==> config.mk <==
export PLATFORM = sky130hd
export DESIGN_NAME = mfu_batch_sched
export DESIGN_NICKNAME = d
export VERILOG_FILES = /design/src/rtl/mfu_batch_sched.sv
export SDC_FILE = /design/constraint.sdc
export NUM_CORES = 2
export LEC_CHECK = 0
export CORE_MARGIN = 2
export CORE_UTILIZATION = 62
export DETAILED_ROUTE_END_ITERATION = 16
export HOLD_SLACK_MARGIN = 0.02
export PLACE_DENSITY = 0.83
export RECOVER_POWER = 100
export SYNTH_ARGS = -nofsm -noshare
export SYNTH_HDL_FRONTEND = slang
export SYNTH_SLANG_ARGS = --single-unit
==> constraint.sdc <==
create_clock -name clk -period 8.8 [get_ports clk]
set_clock_uncertainty 0.2 [all_clocks]
set_input_delay 0.88 -clock clk [delete_from_list [all_inputs] [get_ports clk]]
set_output_delay 0.88 -clock clk [all_outputs]
set_load 0.005 [all_outputs]
==> src/rtl/mfu_batch_sched.sv <==
// MFU scheduler: expands queued macro instructions into size*batch micro instructions.
// Latency: a write at t reaches the first uop at t+2. Holds uops under backpressure and deasserts write-ready when the queue is full.
module mfu_batch_sched #(
  parameter int VRFAW  = 9,
  parameter int NSIZEW = 9,
  parameter int NTAGW  = 5,
  parameter int OPW    = 6,
  parameter int NBATCH = 4,
  parameter int BW     = $clog2(NBATCH) + 1,
  parameter int QDEPTH = 32,
  parameter int MIW    = OPW + 1 + NTAGW + NSIZEW + BW + 2*NBATCH*VRFAW,
  parameter int UIW    = 1 + 2*VRFAW + NTAGW + OPW
) (
  input  logic            clk,
  input  logic            rst,
  input  logic            i_minst_wr_en,
  output logic            o_minst_wr_rdy,
  input  logic [MIW-1:0]  i_minst_wr_din,
  output logic            o_uinst_valid,
  input  logic            i_uinst_ready,
  output logic [UIW-1:0]  o_uinst_dout,
  output logic            o_idle,
  output logic [15:0]     o_discard_cnt
);

  localparam int QAW       = $clog2(QDEPTH);
  localparam int OFF_TAG   = OPW + 1;
  localparam int OFF_SIZE  = OFF_TAG + NTAGW;
  localparam int OFF_BATCH = OFF_SIZE + NSIZEW;
  localparam int OFF_V1    = OFF_BATCH + BW;
  localparam int OFF_V0    = OFF_V1 + NBATCH*VRFAW;
  localparam logic [BW-1:0] NB_L = BW'(NBATCH);

  typedef enum logic {IDLE, ISSUE} state_t;

  // ---------------- input queue (first-word fall-through) ----------------
  logic [MIW-1:0] q_mem [QDEPTH];
  logic [QAW:0]   wr_ptr_q, wr_ptr_d, rd_ptr_q, rd_ptr_d;
  logic           q_empty, q_full, q_push, q_pop;
  logic [MIW-1:0] q_head;

  assign q_empty = (wr_ptr_q == rd_ptr_q);
  assign q_full  = (wr_ptr_q[QAW] != rd_ptr_q[QAW]) &&
                   (wr_ptr_q[QAW-1:0] == rd_ptr_q[QAW-1:0]);
  // Ready reflects the registered fill level, so a pop never frees room for a same-cycle write.
  assign q_push  = i_minst_wr_en && !q_full;
  assign q_head  = q_mem[rd_ptr_q[QAW-1:0]];
  assign wr_ptr_d = q_push ? wr_ptr_q + (QAW+1)'(1) : wr_ptr_q;
  assign rd_ptr_d = q_pop  ? rd_ptr_q + (QAW+1)'(1) : rd_ptr_q;

  always_ff @(posedge clk) begin
    if (q_push) q_mem[wr_ptr_q[QAW-1:0]] <= i_minst_wr_din;
  end

  // ---------------- head decode ----------------
  logic [OPW-1:0]                 head_op;
  logic                           head_func;
  logic [NTAGW-1:0]               head_tag;
  logic [NSIZEW-1:0]              head_size;
  logic [BW-1:0]                  head_batch, head_batch_clamp;
  logic [NBATCH-1:0][VRFAW-1:0]   head_v0, head_v1;
  logic                           head_discard;

  assign head_op    = q_head[OPW-1:0];
  assign head_func  = q_head[OPW];
  assign head_tag   = q_head[OFF_TAG +: NTAGW];
  assign head_size  = q_head[OFF_SIZE +: NSIZEW];
  assign head_batch = q_head[OFF_BATCH +: BW];
  assign head_v1    = q_head[OFF_V1 +: NBATCH*VRFAW];
  assign head_v0    = q_head[OFF_V0 +: NBATCH*VRFAW];
  assign head_batch_clamp = (head_batch > NB_L) ? NB_L : head_batch;
  assign head_discard = (&q_head) || !head_func ||
                        (head_size == '0) || (head_batch == '0);

  // ---------------- scheduler state ----------------
  state_t                       state_q, state_d;
  logic [NSIZEW-1:0]            c_q, c_d;
  logic [BW-1:0]                b_q, b_d;
  logic [15:0]                  disc_cnt_q, disc_cnt_d;
  logic [OPW-1:0]               op_q;
  logic [NTAGW-1:0]             tag_q;
  logic [NSIZEW-1:0]            size_q;
  logic [BW-1:0]                batch_q;
  logic [NBATCH-1:0][VRFAW-1:0] base0_q, base1_q;
  logic                         load, discard, last;
  logic [VRFAW-1:0]             vrf0_addr, vrf1_addr;

  assign last = (c_q == size_q - NSIZEW'(1)) && (b_q == batch_q - BW'(1));

  always_comb begin
    vrf0_addr = '0;
    vrf1_addr = '0;
    for (int i = 0; i < NBATCH; i++) begin
      if (b_q == BW'(i)) begin
        vrf0_addr = base0_q[i] + VRFAW'(c_q);
        vrf1_addr = base1_q[i] + VRFAW'(c_q);
      end
    end
  end

  always_comb begin
    state_d = state_q;
    c_d     = c_q;
    b_d     = b_q;
    q_pop   = 1'b0;
    load    = 1'b0;
    discard = 1'b0;
    unique case (state_q)
      IDLE: begin
        if (!q_empty) begin
          q_pop = 1'b1;
          if (head_discard) begin
            discard = 1'b1;
          end else begin
            load    = 1'b1;
            state_d = ISSUE;
          end
        end
      end
      ISSUE: begin
        if (i_uinst_ready) begin
          if (last) begin
            // Chain straight into the next queued instruction to avoid a bubble.
            if (q_empty) begin
              state_d = IDLE;
            end else begin
              q_pop = 1'b1;
              if (head_discard) begin
                discard = 1'b1;
                state_d = IDLE;
              end else begin
                load = 1'b1;
              end
            end
          end else if (b_q == batch_q - BW'(1)) begin
            b_d = '0;
            c_d = c_q + NSIZEW'(1);
          end else begin
            b_d = b_q + BW'(1);
          end
        end
      end
      default: state_d = IDLE;
    endcase
    if (load) begin
      c_d = '0;
      b_d = '0;
    end
    disc_cnt_d = disc_cnt_q;
    if (discard && disc_cnt_q != 16'hFFFF) disc_cnt_d = disc_cnt_q + 16'd1;
  end

  always_ff @(posedge clk) begin
    if (rst) begin
      state_q    <= IDLE;
      c_q        <= '0;
      b_q        <= '0;
      disc_cnt_q <= '0;
      wr_ptr_q   <= '0;
      rd_ptr_q   <= '0;
    end else begin
      state_q    <= state_d;
      c_q        <= c_d;
      b_q        <= b_d;
      disc_cnt_q <= disc_cnt_d;
      wr_ptr_q   <= wr_ptr_d;
      rd_ptr_q   <= rd_ptr_d;
    end
  end

  always_ff @(posedge clk) begin
    if (load) begin
      op_q    <= head_op;
      tag_q   <= head_tag;
      size_q  <= head_size;
      batch_q <= head_batch_clamp;
      base0_q <= head_v0;
      base1_q <= head_v1;
    end
  end

  assign o_minst_wr_rdy = !q_full;
  assign o_uinst_valid  = (state_q == ISSUE);
  assign o_uinst_dout   = {last, vrf0_addr, vrf1_addr, tag_q, op_q};
  assign o_idle         = (state_q == IDLE) && q_empty;
  assign o_discard_cnt  = disc_cnt_q;

endmodule

### Word level (Yosys, flattened, before mapping)

Memory sizes are Yosys's and may differ from the RTL's. A register that Yosys moved wholly into a read port is not among the register bits.
Cells that the tools add are included.

| word-level totals | value |
|---|---|
| input bits | 100 |
| memories kept | 1 |
| memory bits (writable) | 3072 |
| ROM bits | 0 |
| bits in registers | 136 |
| bits in latches | 0 |
| logic and storage cells | 93 |

Memory list:

| memory | depth | width | read ports | clocked after memory_dff | write ports | line | source |
|---|---|---|---|---|---|---|---|
| q_mem | 32 | 96 | 1 | 1 | 1 | 37 | `logic [MIW-1:0] q_mem [QDEPTH];` |

| operators by class | value |
|---|---|
| div/mod/pow operators | 0 |
| add/subtract/negate cells | 15 |
| bitwise gates (word level) | 2 |
| $lt $le $gt $ge | 1 |
| equality and inequality tests | 9 |
| $mul | 0 |
| shift-type cells | 0 |
| multiplexer cells | 30 |
| reduce and logical (&&, ||, !) cells | 17 |

Operators by type and width:

| operator | count |
|---|---|
| $reduce_and A96 Y1 | 1 |
| $add A9 B9 Y9 | 8 |
| $mux W9 | 8 |
| $add A16 B1 Y16 const B | 1 |
| $ne A16 B16 Y1 const B | 1 |
| $mux W1 | 15 |
| $add A6 B1 Y6 const B | 2 |
| $mux W5 | 2 |
| $add A9 B1 Y9 const B | 1 |
| $eq A9 B9 Y1 | 1 |
| $logic_not A9 Y1 | 1 |
| $sub A9 B1 Y9 const B | 1 |
| $pmux W1 S2 | 4 |
| $eq A3 B2 Y1 const B | 2 |
| $eq A6 B6 Y1 | 1 |
| $logic_not A3 Y1 | 2 |
| $eq A5 B5 Y1 | 1 |
| $logic_and A1 B1 Y1 | 5 |
| $reduce_and A4 Y1 | 1 |
| $add A3 B1 Y3 const B | 1 |
| $eq A3 B1 Y1 const B | 1 |
| $eq A3 B3 Y1 | 1 |
| $gt A3 B3 Y1 const B | 1 |
| $logic_or A1 B1 Y1 | 3 |
| 7 further kinds | 9 |

### Logic depth before layout (Yosys ltp)

| depth | value |
|---|---|
| depth in word-level cells | 10 |
| gate-level depth with buffers | 19 |
| gate-level depth less buffers | 13 |

### Worst setup path before layout

OpenSTA, ideal clock, no wires.

| timing | value |
|---|---|
| path kind | register -> register |
| start point | register with a tool-made name |
| end point | register base0_q[0] (netlist bit) (enable) |
| setup slack | 2.434 ns |
| path buffers | 6 |
| arrival time | 5.669 ns |
| required time | 8.102 ns |
| cell stages (with the launch flop) | 14 |
| library setup time | 0.498 ns |
| cell sequence | dfxtp_1 buf_6 buf_12 buf_12 buf_12 mux4_2 mux4_2 a21o_1 and2_2 nand4b_1 or3_1 buf_6 and3_4 clkbuf_1 |

RTL lines:

| element | line | source |
|---|---|---|
| end signal, assigned | 177 | `base0_q <= head_v0;` |
| end, declared | 84 | `logic [NBATCH-1:0][VRFAW-1:0] base0_q, base1_q;` |

### Worst setup path in the final report

| timing | value |
|---|---|
| start point | register wr_ptr_q[3] |
| end point | memory q_mem[18][54] (netlist bit) (enable) |

| on the way | value |
|---|---|
| longest elaborated chain between the ends | 6 |

RTL lines:

| element | line | source |
|---|---|---|
| start, declared | 38 | `logic [QAW:0] wr_ptr_q, wr_ptr_d, rd_ptr_q, rd_ptr_d;` |
| start signal, assigned | 166 | `wr_ptr_q <= wr_ptr_d;` |
| $eq A5 B5 Y1 | 44 | `(wr_ptr_q[QAW-1:0] == rd_ptr_q[QAW-1:0]);` |
| $logic_and A1 B1 Y1 | 43 | `assign q_full = (wr_ptr_q[QAW] != rd_ptr_q[QAW]) &&` |
| $logic_not A1 Y1 | 46 | `assign q_push = i_minst_wr_en && !q_full;` |
| $logic_and A1 B1 Y1 | 46 |  |
| $mux W1 | 52 | `if (q_push) q_mem[wr_ptr_q[QAW-1:0]] <= i_minst_wr_din;` |
| $mux W1 (not written as such) | 52 |  |
| end, declared | 37 |  |

Several ways; a longest one is shown, not always the timed one.

==> metrics.yaml <==
antenna_found_initial: 65
initial_core_util_pct: 62.2
grt_use_total_pct: 36.9
numCtsBuffers: 318
post-route-min-period_ns: 8.17
boundaryPins: 149
place_hpwl_um: 192000
powerDensity_nw_per_um2: 261
yosysMostFrequentCell: "edfxtp_1"
use_met3_pct: 11.8
vdd_drop_max_mv: 0.244
syn_area_per_cell_sq_um: 20.6
finalMaxSlewViolations: 3128
grt_setup_unrepaired: "no"
setup_viol: 0
grt_start_max_net_pins: 123
ant_nets: 0
relSlewSlack_pct: -232
cts_resized: 0
wl_um: 389000
final-hold-violation-count: 0
holdWs_ns: 0.295
postCtsSetupRepairBufs: 0
cp_max_fo: 35
grt_first_pass_wirelength_um: 533000
num_rows: 166
start_kind: "flop"
first_global_vias: 69900
synth_nets: 6344
use_met2_pct: 55.4
die_area_sq_um: 208000
detailroute.via_count: 71600
cap_violations: 87
htreeDepth: 5
die_h_um: 456
nFillCells: 11500
grt_overflow: 0
status: "finished with violations"
core-area_sq_um: 204000
period_share_pct: 92.9
cts_max_path_buffers: 4
fin_nets: 6640
yosysTopAreaCell: "edfxtp_1"
ys_seq_area_share_pct: 75.6
avgRoutedWirePerCell_um: 41.3
vias_per_cell: 7.60
p_total_w: 0.0366
setup_tns_ns: 0
utilization_pct: 68.8
grt_busiest_layer: "met2"
dr.pass1.iters: 6
grtUsageMet1_pct: 47.1
netlist_instances: 6158
multiInputGateArea_sq_um: 28100
yosysWarnings: 0
ys_types: 100
crit_required_ns: 9.09
root_buffer: "clkbuf_16"
seq_area_sq_um: 96000
ys_async_sr_fraction_pct: 0
synth_flop_cell: "edfxtp_1"
synth.area.top_cells: "edfxtp_1 (75%), mux4_2 (10%), mux2i_1 (3.4%)"
critPathKind: "flop to flop"
cp_data_arrival_time_ns: 8.46
synth_edf_count: 3167
synth_commonest_cells: "edfxtp_1 (3167), mux4_2 (588), mux2i_1 (432)"
clock-sinks: 3213
cts_hold_buffers: 0
drive_gt1_share_pct: 17.9
fmax_ghz: 0.122
path_clk_slew_ns: 0.07
cts_tree: "built"
hold_class: "flop to flop"
crit_path_end_kind: "flop"
failed_checks: "max-capacitance violations, max-slew violations"
drcViolationCount: 0
tightest_slew_ns: 4.99
die_w_um: 456
drt_iter0_drc: 14800
synth_seq_cells: 3213
place.gp.congestion: 0.928
synthToLayoutAreaGrowth_pct: 10.5
p_leak_nw: 43.2
synth_area_sq_um: 127000
yosysTopAreaCellShare_pct: 74.9
clock_latency_ns: 0.99
numPortBuffers: 148
## logic make-up after synthesis
| kind of cell | share of synthesized area (%) |
|---|---|
| AO/OA/AOI/OAI | 3.30 |
| XOR/XNOR | 0.632 |
| adder cells (fa/ha/maj) | 0.895 |
| buffers and inverters | 2.28 |
| flip-flops | 75.6 |
| multiplexers | 14.4 |
| AND/OR/NAND/NOR | 2.85 |
## worst paths after layout
kind | cells after the start | slack, ns | end | from
worst max-delay path | 9 | 0.63 | q_mem[18][54] | wr_ptr_q[3]
worst min-delay path | 2 | 0.30 | wr_ptr_q[5] | wr_ptr_q[5]
worst max register to register | 9 | 0.63 | q_mem[18][54] | wr_ptr_q[3]
worst min register to register | 2 | 0.30 | wr_ptr_q[5] | wr_ptr_q[5]
## metrics by stage
step | std cells | worst slack, ns | cell area, sq um
6_report | 9427 | 0.627 | 140000
5_1_grt | 9406 | 0.667 | 140000
4_1_cts | 9378 | 1.81 | 141000
3_5_place_dp | 8822 | 1.84 | 131000
3_3_place_gp | 8822 | 1.90 | 131000
2_1_floorplan | 6158 | 2.43 | 127000
## metal layers
layer	part of all wire [%]	routed length (um)
met5	0.082	318
met4	7.5	29200
met3	16	62200
met2	46	177000
met1	31	120000
## area by class of cell
type                    instances  area share (%)
well taps                    2688            2.40
repair buffers                292            1.80
inverters                      75           0.203
flip-flops and latches       3213            68.5
multi-input cells            2554            20.1
clock inverters               166           0.975
diodes                         49          0.0874
clock buffers                 390            6.00
## critical path, cell delays in order (launching register included)
cell	delay (ns)
dfxtp_1	0.61
xnor2_1	0.13
nand3_1	0.10
nor3_1	0.07
nand2b_1	0.09
and2_0	0.45
nand2_1	0.44
nor2_4	0.17
clkbuf_1	3.15
clkbuf_1	2.23
## cell usage in the layout (no fill, tap or decap), types with 51 or more instances in the layout
master,Yosys,routed
clkinv_1,1,68
clkbuf_1,65,109
inv_1,71,70
dlygate4sd3_1,0,144
nor2_1,124,106
nand3_1,103,103
ha_1,78,78
a22oi_1,214,214
nand2_1,239,239
edfxtp_1,3167,3167
o21ai_0,72,72
mux2i_1,432,432
clkbuf_16,0,326
buf_4,73,56
o22ai_1,74,74
clkinv_2,0,51
mux4_2,588,588
a21oi_1,72,72
xnor2_1,59,59
## power breakdown
part	total (W)	internal, W	switching [W]
registers	0.0176	0.0172	0.000317
logic	0.00579	0.00208	0.00371
clock network	0.0132	0.00740	0.00581
## sequential cells by signal, indices dropped and copies added, names as in the netlist, named ones only
register / flops
size_q: 9
b_q: 3
o_uinst_valid: 1
op_q: 6
rd_ptr_q: 6
wr_ptr_q: 6
base1_q: 36
base0_q: 36
batch_q: 3
tag_q: 5
o_discard_cnt: 16
q_mem: 3072
c_q: 9
Power figures use the tool's default switching activity.
